--- config.mk ---
export PLATFORM = sky130hd
export DESIGN_NAME = ram_upload
export DESIGN_NICKNAME = d
export VERILOG_FILES = /design/src/rtl/ram_upload.sv
export SDC_FILE = /design/constraint.sdc
export NUM_CORES = 1
export LEC_CHECK = 0
export BUFFER_PORTS_ARGS = -buffer_cell sky130_fd_sc_hd__clkbuf_2
export CAP_MARGIN = 15
export CORE_MARGIN = 2
export CORE_UTILIZATION = 35
export CTS_BUF_LIST = sky130_fd_sc_hd__clkbuf_16
export DETAILED_ROUTE_END_ITERATION = 10
export PLACE_DENSITY = 0.61
export SYNTH_ARGS = -nofsm -noshare
export SYNTH_HDL_FRONTEND = slang
export SYNTH_SLANG_ARGS = --single-unit
export TNS_END_PERCENT = 10
--- constraint.sdc ---
create_clock -name clk_sys -period 9 [get_ports clk_sys]
set_input_delay 0.9 -clock clk_sys [delete_from_list [all_inputs] [get_ports clk_sys]]
set_output_delay 0.9 -clock clk_sys [all_outputs]
set_load 0.1 [all_outputs]
--- src/rtl/ram_upload.sv ---
// ram_upload: fetches a block of SDRAM bytes into a 4-entry FIFO and serves them MSB-first as an SPI slave.
// Optional feature macro UPLOAD_CRC_EN appends a CRC-16-CCITT trailer (high byte, then low byte).
module ram_upload (
    input  logic        clk_sys,
    input  logic        reset,
    input  logic        start,
    input  logic [24:0] base_addr,
    input  logic [16:0] length,
    input  logic        mem_sync,
    output logic [24:0] mem_adr,
    output logic        mem_rd,
    input  logic [7:0]  mem_di,
    input  logic        SPI_SCK,
    input  logic        SPI_SS2,
    output logic        spi_do,
    output logic        spi_do_oe,
    output logic        busy,
    output logic        done,
    output logic        underrun
);
    localparam int unsigned LEN_W  = 17;
    localparam int unsigned CNT_W  = 18;
    localparam int unsigned FIFO_D = 4;
    localparam int unsigned PTR_W  = 2;
    localparam int unsigned FCNT_W = 3;

`ifdef UPLOAD_CRC_EN
    localparam logic [CNT_W-1:0] TRAILER = CNT_W'(2);
`else
    localparam logic [CNT_W-1:0] TRAILER = CNT_W'(0);
`endif

    typedef enum logic [1:0] {S_IDLE, S_REQ, S_WAIT, S_DRAIN} state_t;
    state_t state, state_next;

    logic [LEN_W-1:0]  fetch_cnt;
    logic [CNT_W-1:0]  send_cnt;
    logic [7:0]        fifo_mem [FIFO_D];
    logic [PTR_W-1:0]  wr_ptr, rd_ptr;
    logic [FCNT_W-1:0] fifo_cnt, fifo_cnt_next;
    logic [7:0]        shift_reg;
    logic [2:0]        bit_cnt;
    logic              final_sent;
    logic              sck_meta, sck_s, sck_d, ss2_meta, ss2_d;
    logic              ss2_s, ss2_fall, ss2_rise, sck_rise, sck_fall, byte_end, load;
    logic              start_ok, take_rd, push, pop;
    logic              take_head, consume, starve, in_trailer;
    logic [7:0]        next_byte, trailer_byte;
    logic              mem_rd_next, busy_next, done_next;

    // Second SS2 synchroniser stage is stored inverted so it doubles as the output enable.
    assign ss2_s    = ~spi_do_oe;
    assign ss2_fall = ss2_d & ~ss2_s;
    assign ss2_rise = ~ss2_d & ss2_s;
    assign sck_rise = ~ss2_s & sck_s & ~sck_d;
    assign sck_fall = ~ss2_s & ~sck_s & sck_d;
    assign byte_end = sck_rise && (bit_cnt == 3'd7);
    assign load     = ss2_fall | byte_end;
    assign spi_do   = shift_reg[7];

    assign start_ok = start && (state == S_IDLE) && (length != '0);
    assign take_rd  = (state == S_REQ) && mem_rd && mem_sync;
    assign push     = (state == S_WAIT) && mem_sync;
    assign pop      = load & take_head;

`ifdef UPLOAD_CRC_EN
    logic [15:0] crc;

    function automatic logic [15:0] crc_step(input logic [15:0] c, input logic [7:0] d);
        logic [15:0] r;
        r = c ^ {d, 8'h00};
        for (int i = 0; i < 8; i++) begin
            r = r[15] ? ((r << 1) ^ 16'h1021) : (r << 1);
        end
        return r;
    endfunction

    assign in_trailer   = (send_cnt <= CNT_W'(2));
    assign trailer_byte = (send_cnt == CNT_W'(2)) ? crc[15:8] : crc[7:0];

    always_ff @(posedge clk_sys) begin
        if (reset) begin
            crc <= 16'hFFFF;
        end else if (start_ok) begin
            crc <= 16'hFFFF;
        end else if (load && consume && !in_trailer) begin
            crc <= crc_step(crc, next_byte);
        end
    end
`else
    assign in_trailer   = 1'b0;
    assign trailer_byte = 8'hFF;
`endif

    // Byte to present at the next load: payload, trailer, underrun filler or idle filler.
    always_comb begin
        next_byte = 8'hFF;
        take_head = 1'b0;
        consume   = 1'b0;
        starve    = 1'b0;
        if (send_cnt != '0) begin
            consume = 1'b1;
            if (in_trailer) begin
                next_byte = trailer_byte;
            end else if (fifo_cnt != '0) begin
                next_byte = fifo_mem[rd_ptr];
                take_head = 1'b1;
            end else begin
                starve = 1'b1;
            end
        end
    end

    always_comb begin
        if (start_ok) begin
            fifo_cnt_next = '0;
        end else begin
            fifo_cnt_next = fifo_cnt + FCNT_W'(push) - FCNT_W'(pop);
        end
    end

    always_ff @(posedge clk_sys) begin
        if (reset) begin
            state <= S_IDLE;
        end else begin
            state <= state_next;
        end
    end

    always_comb begin
        state_next = state;
        done_next  = 1'b0;
        case (state)
            S_IDLE:  if (start_ok) state_next = S_REQ;
            S_REQ:   if (take_rd) state_next = S_WAIT;
            S_WAIT:  if (mem_sync) state_next = (fetch_cnt == LEN_W'(1)) ? S_DRAIN : S_REQ;
            S_DRAIN: begin
                if ((send_cnt == '0) && final_sent) begin
                    state_next = S_IDLE;
                    done_next  = 1'b1;
                end
            end
            default: state_next = S_IDLE;
        endcase
        busy_next   = (state_next != S_IDLE);
        mem_rd_next = (state_next == S_REQ) && (fifo_cnt_next != FCNT_W'(FIFO_D));
    end

    always_ff @(posedge clk_sys) begin
        if (push) begin
            fifo_mem[wr_ptr] <= mem_di;
        end
    end

    always_ff @(posedge clk_sys) begin
        if (reset) begin
            sck_meta   <= 1'b0;
            sck_s      <= 1'b0;
            sck_d      <= 1'b0;
            ss2_meta   <= 1'b1;
            spi_do_oe  <= 1'b0;
            ss2_d      <= 1'b1;
            mem_rd     <= 1'b0;
            mem_adr    <= '0;
            busy       <= 1'b0;
            done       <= 1'b0;
            underrun   <= 1'b0;
            fetch_cnt  <= '0;
            send_cnt   <= '0;
            wr_ptr     <= '0;
            rd_ptr     <= '0;
            fifo_cnt   <= '0;
            shift_reg  <= 8'hFF;
            bit_cnt    <= '0;
            final_sent <= 1'b0;
        end else begin
            sck_meta  <= SPI_SCK;
            sck_s     <= sck_meta;
            sck_d     <= sck_s;
            ss2_meta  <= SPI_SS2;
            spi_do_oe <= ~ss2_meta;
            ss2_d     <= ss2_s;
            mem_rd    <= mem_rd_next;
            busy      <= busy_next;
            done      <= done_next;
            fifo_cnt  <= fifo_cnt_next;

            if (ss2_fall || ss2_rise) begin
                bit_cnt <= '0;
            end else if (sck_rise) begin
                bit_cnt <= bit_cnt + 3'd1;
            end

            if (load) begin
                shift_reg <= next_byte;
            end else if (sck_fall) begin
                shift_reg <= {shift_reg[6:0], 1'b1};
            end

            if (push) begin
                wr_ptr    <= wr_ptr + PTR_W'(1);
                fetch_cnt <= fetch_cnt - LEN_W'(1);
            end
            if (take_rd) mem_adr <= mem_adr + 25'd1;
            if (pop) rd_ptr <= rd_ptr + PTR_W'(1);
            if (load && consume) send_cnt <= send_cnt - CNT_W'(1);
            if (load && starve) underrun <= 1'b1;
            // A full byte clocked out after the last counted load means the payload is delivered.
            if (byte_end && (send_cnt == '0)) final_sent <= 1'b1;

            if (start_ok) begin
                mem_adr    <= base_addr;
                fetch_cnt  <= length;
                send_cnt   <= CNT_W'(length) + TRAILER;
                wr_ptr     <= '0;
                rd_ptr     <= '0;
                underrun   <= 1'b0;
                final_sent <= 1'b0;
            end
        end
    end
endmodule

==> results.toml <==
[finish]
final_cells = 898
finalNetCount = 735
nFillCells = 1587
final_core_util_pct = 42.69
num_antenna_cells = 0
drive_above_1_share_pct = 22.57
fin_area_sq_mm = 0.007029
regMostFlops = "fifo_mem"
largest_reg_flops = 32
syn_to_final_growth_pct = 19.71
top_regs = "fifo_mem x32, mem_adr x25, send_cnt x18"

[synthesis]
synth_top_area_share_pct = 31.71
synth_edf_count = 32
yosysSeqAreaShare_pct = 48.07
syn_inst = 589
yosys-top-cells-area = "dfxtp_1 (32%), edfxtp_1 (16%), a21oi_1 (4.1%)"
synth.net_count = 659
synth-seq-cells = 125
ys_async_sr_fraction_pct = 0
synthDistinctLibCells = 72
yosysTopAreaCell = "dfxtp_1"
ys_warn_count = 0
syn_area_sq_mm = 0.005872
syn_area_per_cell_sq_um = 9.969
yosys_most_used_dff = "dfxtp_1"

[clocking]
cts_tree = "built"
path_clk_slew_ns = 0.06
cts_buffers = 17
h-tree-depth = 4
cts_resized = 0
cts_buffer_depth = 2
clk_latency_ns = 0.43
cts-root-buf = "clkbuf_16"
cts_post_setup_buffers_inserted = 0
clock-sinks = 125
cts_hold_buf = 0

[timing]
tightest_slew_ns = 1.084
slew_headroom_pct = 27.76
final-hold-violation-count = 0
setup_tns_ns = 0
final.min_clock_period_ns = 3.666
finalSetupViolCount = 0
maxSlewViolCount = 0
rsz0062_at_grt = "false"
min_period_over_period_pct = 40.73
skew_ns = 0.009111
fmax_mhz = 272.8

[floorplanning]
dieArea_sq_mm = 0.01783
pin_count = 87
core-area_sq_mm = 0.01647
die_x_um = 133.5
fp.dieH_um = 133.5
num_rows = 47
initial_core_util_pct = 35.66

[global_routing]
grt_pass1_vias = 4777
grt_max_degree = 103
grtUsageTotal_pct = 16.77
grt_overflow_total = 0
grt_first_pass_wirelength_um = 23740
antenna_found_initial = 0

[worst_setup_path]
slowest_delay_ns = 0.67
cp-end-kind = "flop"
required_ns = 9.31
cp.arrival_ns = 3.98
r2r_start = "send_cnt[9]"
critPathLaunchType = "flop"
path_cells = "or4_4 -> nor4_4 -> a211oi_1 -> ha_1 -> inv_1 -> ha_1 -> inv_1 -> fa_1 -> xnor2_1 -> xnor2_1 -> nand4_1 -> and3_1"
worstSetupPathType = "flop to flop"
reg2regPathDepth = 12
worstPathMaxFanout = 14
r2r_setup_slack_ns = 5.33
r2r-end = "mem_rd"
worst_path_max_delay_cell = "nor4_4"

[drt]
vias = 4863
vias_per_cell = 5.415
drt-initial-drc-count = 242
routedWlPerCell_um = 16.43
drc_errors = 0
ant_nets = 0
drtPass1Iterations = 5
routed_wl_um = 14760

[placed_design]
gp_congestion = 0.8638
numPortBuffers = 86
placed_area_sq_mm = 0.006462
place_hpwl_um = 10200
dp.cells = 866

[min_path]
min_path_type = "flop to flop"
holdPathEnd = "spi_do_oe"
hold_start = "ss2_meta"
min_delay_path_depth = 1

[power_and_ir_drop]
irDropWorstVdd_v = 0.0001452
power.total_mw = 1.537
p_per_area_mw_per_mm2 = 218.7
leakage_nw = 2.517

[status]
status = "finished clean"

[run]
max_cap_violations = 0
==> cell usage after synthesis, types with 4 or more instances <==
master,count
a21oi_1,48
buf_1,4
xor2_1,11
xnor2_1,26
and4_1,5
or2_2,4
a211oi_1,19
o32ai_1,7
buf_2,9
ha_1,13
clkbuf_1,17
nand2_1,35
a31oi_1,10
dfxtp_1,93
a311oi_1,4
inv_1,15
o21ai_0,34
nand3_1,19
or3_1,5
or4_1,8
nand4_1,7
and2_1,5
mux4_2,8
nor2_1,53
nor2b_1,5
nor4_1,8
edfxtp_1,32
nor3_1,18
a22oi_1,4
==> routing by layer <==
metal / track usage (%) / wire [um] / vias up
met2: 27.26 / 6844 / 164
met5: 0 / 0 / -
met1: 21.00 / 6618 / 2316
met3: 5.061 / 1028 / 23
li1: - / - / 2360
met4: 6.442 / 264 / 0
==> cells by family (layout without fill, tap and decap cells) <==
group	after synthesis	in the layout	synth area share, %
AND/OR/NAND/NOR	199	199	18.86
AO/OA/AOI/OAI	156	156	17.49
flip-flops	125	125	48.07
buffers and inverters	48	137	3.516
XOR/XNOR	37	37	5.519
adder cells (fa/ha/maj)	14	14	3.111
multiplexers	10	10	3.431
==> worst max-delay path by stage <==
stage | depth (start not counted) | to | from | slack [ns]
floorplan | 12 | mem_rd | spi_do_oe | 5.59
global placement | 12 | mem_rd | send_cnt[9] | 5.48
detailed placement | 12 | mem_rd | mem_sync | 5.35
CTS | 12 | mem_rd | send_cnt[9] | 5.36
global route | 12 | mem_rd | send_cnt[9] | 5.14
finish | 12 | mem_rd | send_cnt[9] | 5.33
==> cell usage in the layout, fill, tap and decap left out, types with 4 or more instances in the layout <==
cell,n
nor4_1,8
or2_2,4
a31oi_1,10
a21oi_1,48
edfxtp_1,32
xnor2_1,26
mux4_2,8
a311oi_1,4
nor2b_1,5
o32ai_1,7
and2_1,5
a22oi_1,4
nand2_1,35
xor2_1,11
or4_1,8
o21ai_0,34
nand3_1,19
dfxtp_1,93
nor3_1,18
a211oi_1,19
inv_1,15
clkbuf_16,17
inv_6,7
or3_1,5
ha_1,13
nor2_1,53
inv_8,4
nand4_1,7
and4_1,5
clkbuf_2,86
==> final cells by class <==
class / count / area, sq um / share of cell area (%)
well taps: 220 / 275.3 / 3.916
clock inverters: 15 / 141.4 / 2.011
flip-flops and latches: 125 / 2823 / 40.16
repair buffers: 89 / 452.9 / 6.444
inverters: 16 / 60.06 / 0.8544
multi-input cells: 416 / 2851 / 40.57
clock buffers: 17 / 425.4 / 6.052
==> power by group <==
part	switching, mW	leakage (nW)	internal, mW
logic	0.175	1.19	0.0653
clock network	0.292	0.274	0.366
registers	0.0343	1.05	0.605
==> stage by stage <==
stage,hold WS (ns),setup WS [ns]
2_1_floorplan,0.3682,5.590
5_1_grt,0.3943,5.137
6_report,0.3837,5.334
4_1_cts,0.3885,5.364
3_5_place_dp,0.3795,5.346
3_3_place_gp,0.3714,5.476
==> critical path: cells and delay by family, from the launching register on <==
family | cells | cell delay [ns]
xor+xnor | 2 | 0.34
compound gates | 1 | 0.29
fa+ha+maj | 3 | 0.83
simple gates | 4 | 1.61
buf+inv | 2 | 0.11
flops | 1 | 0.36
(Power assumes the default switching activity.)
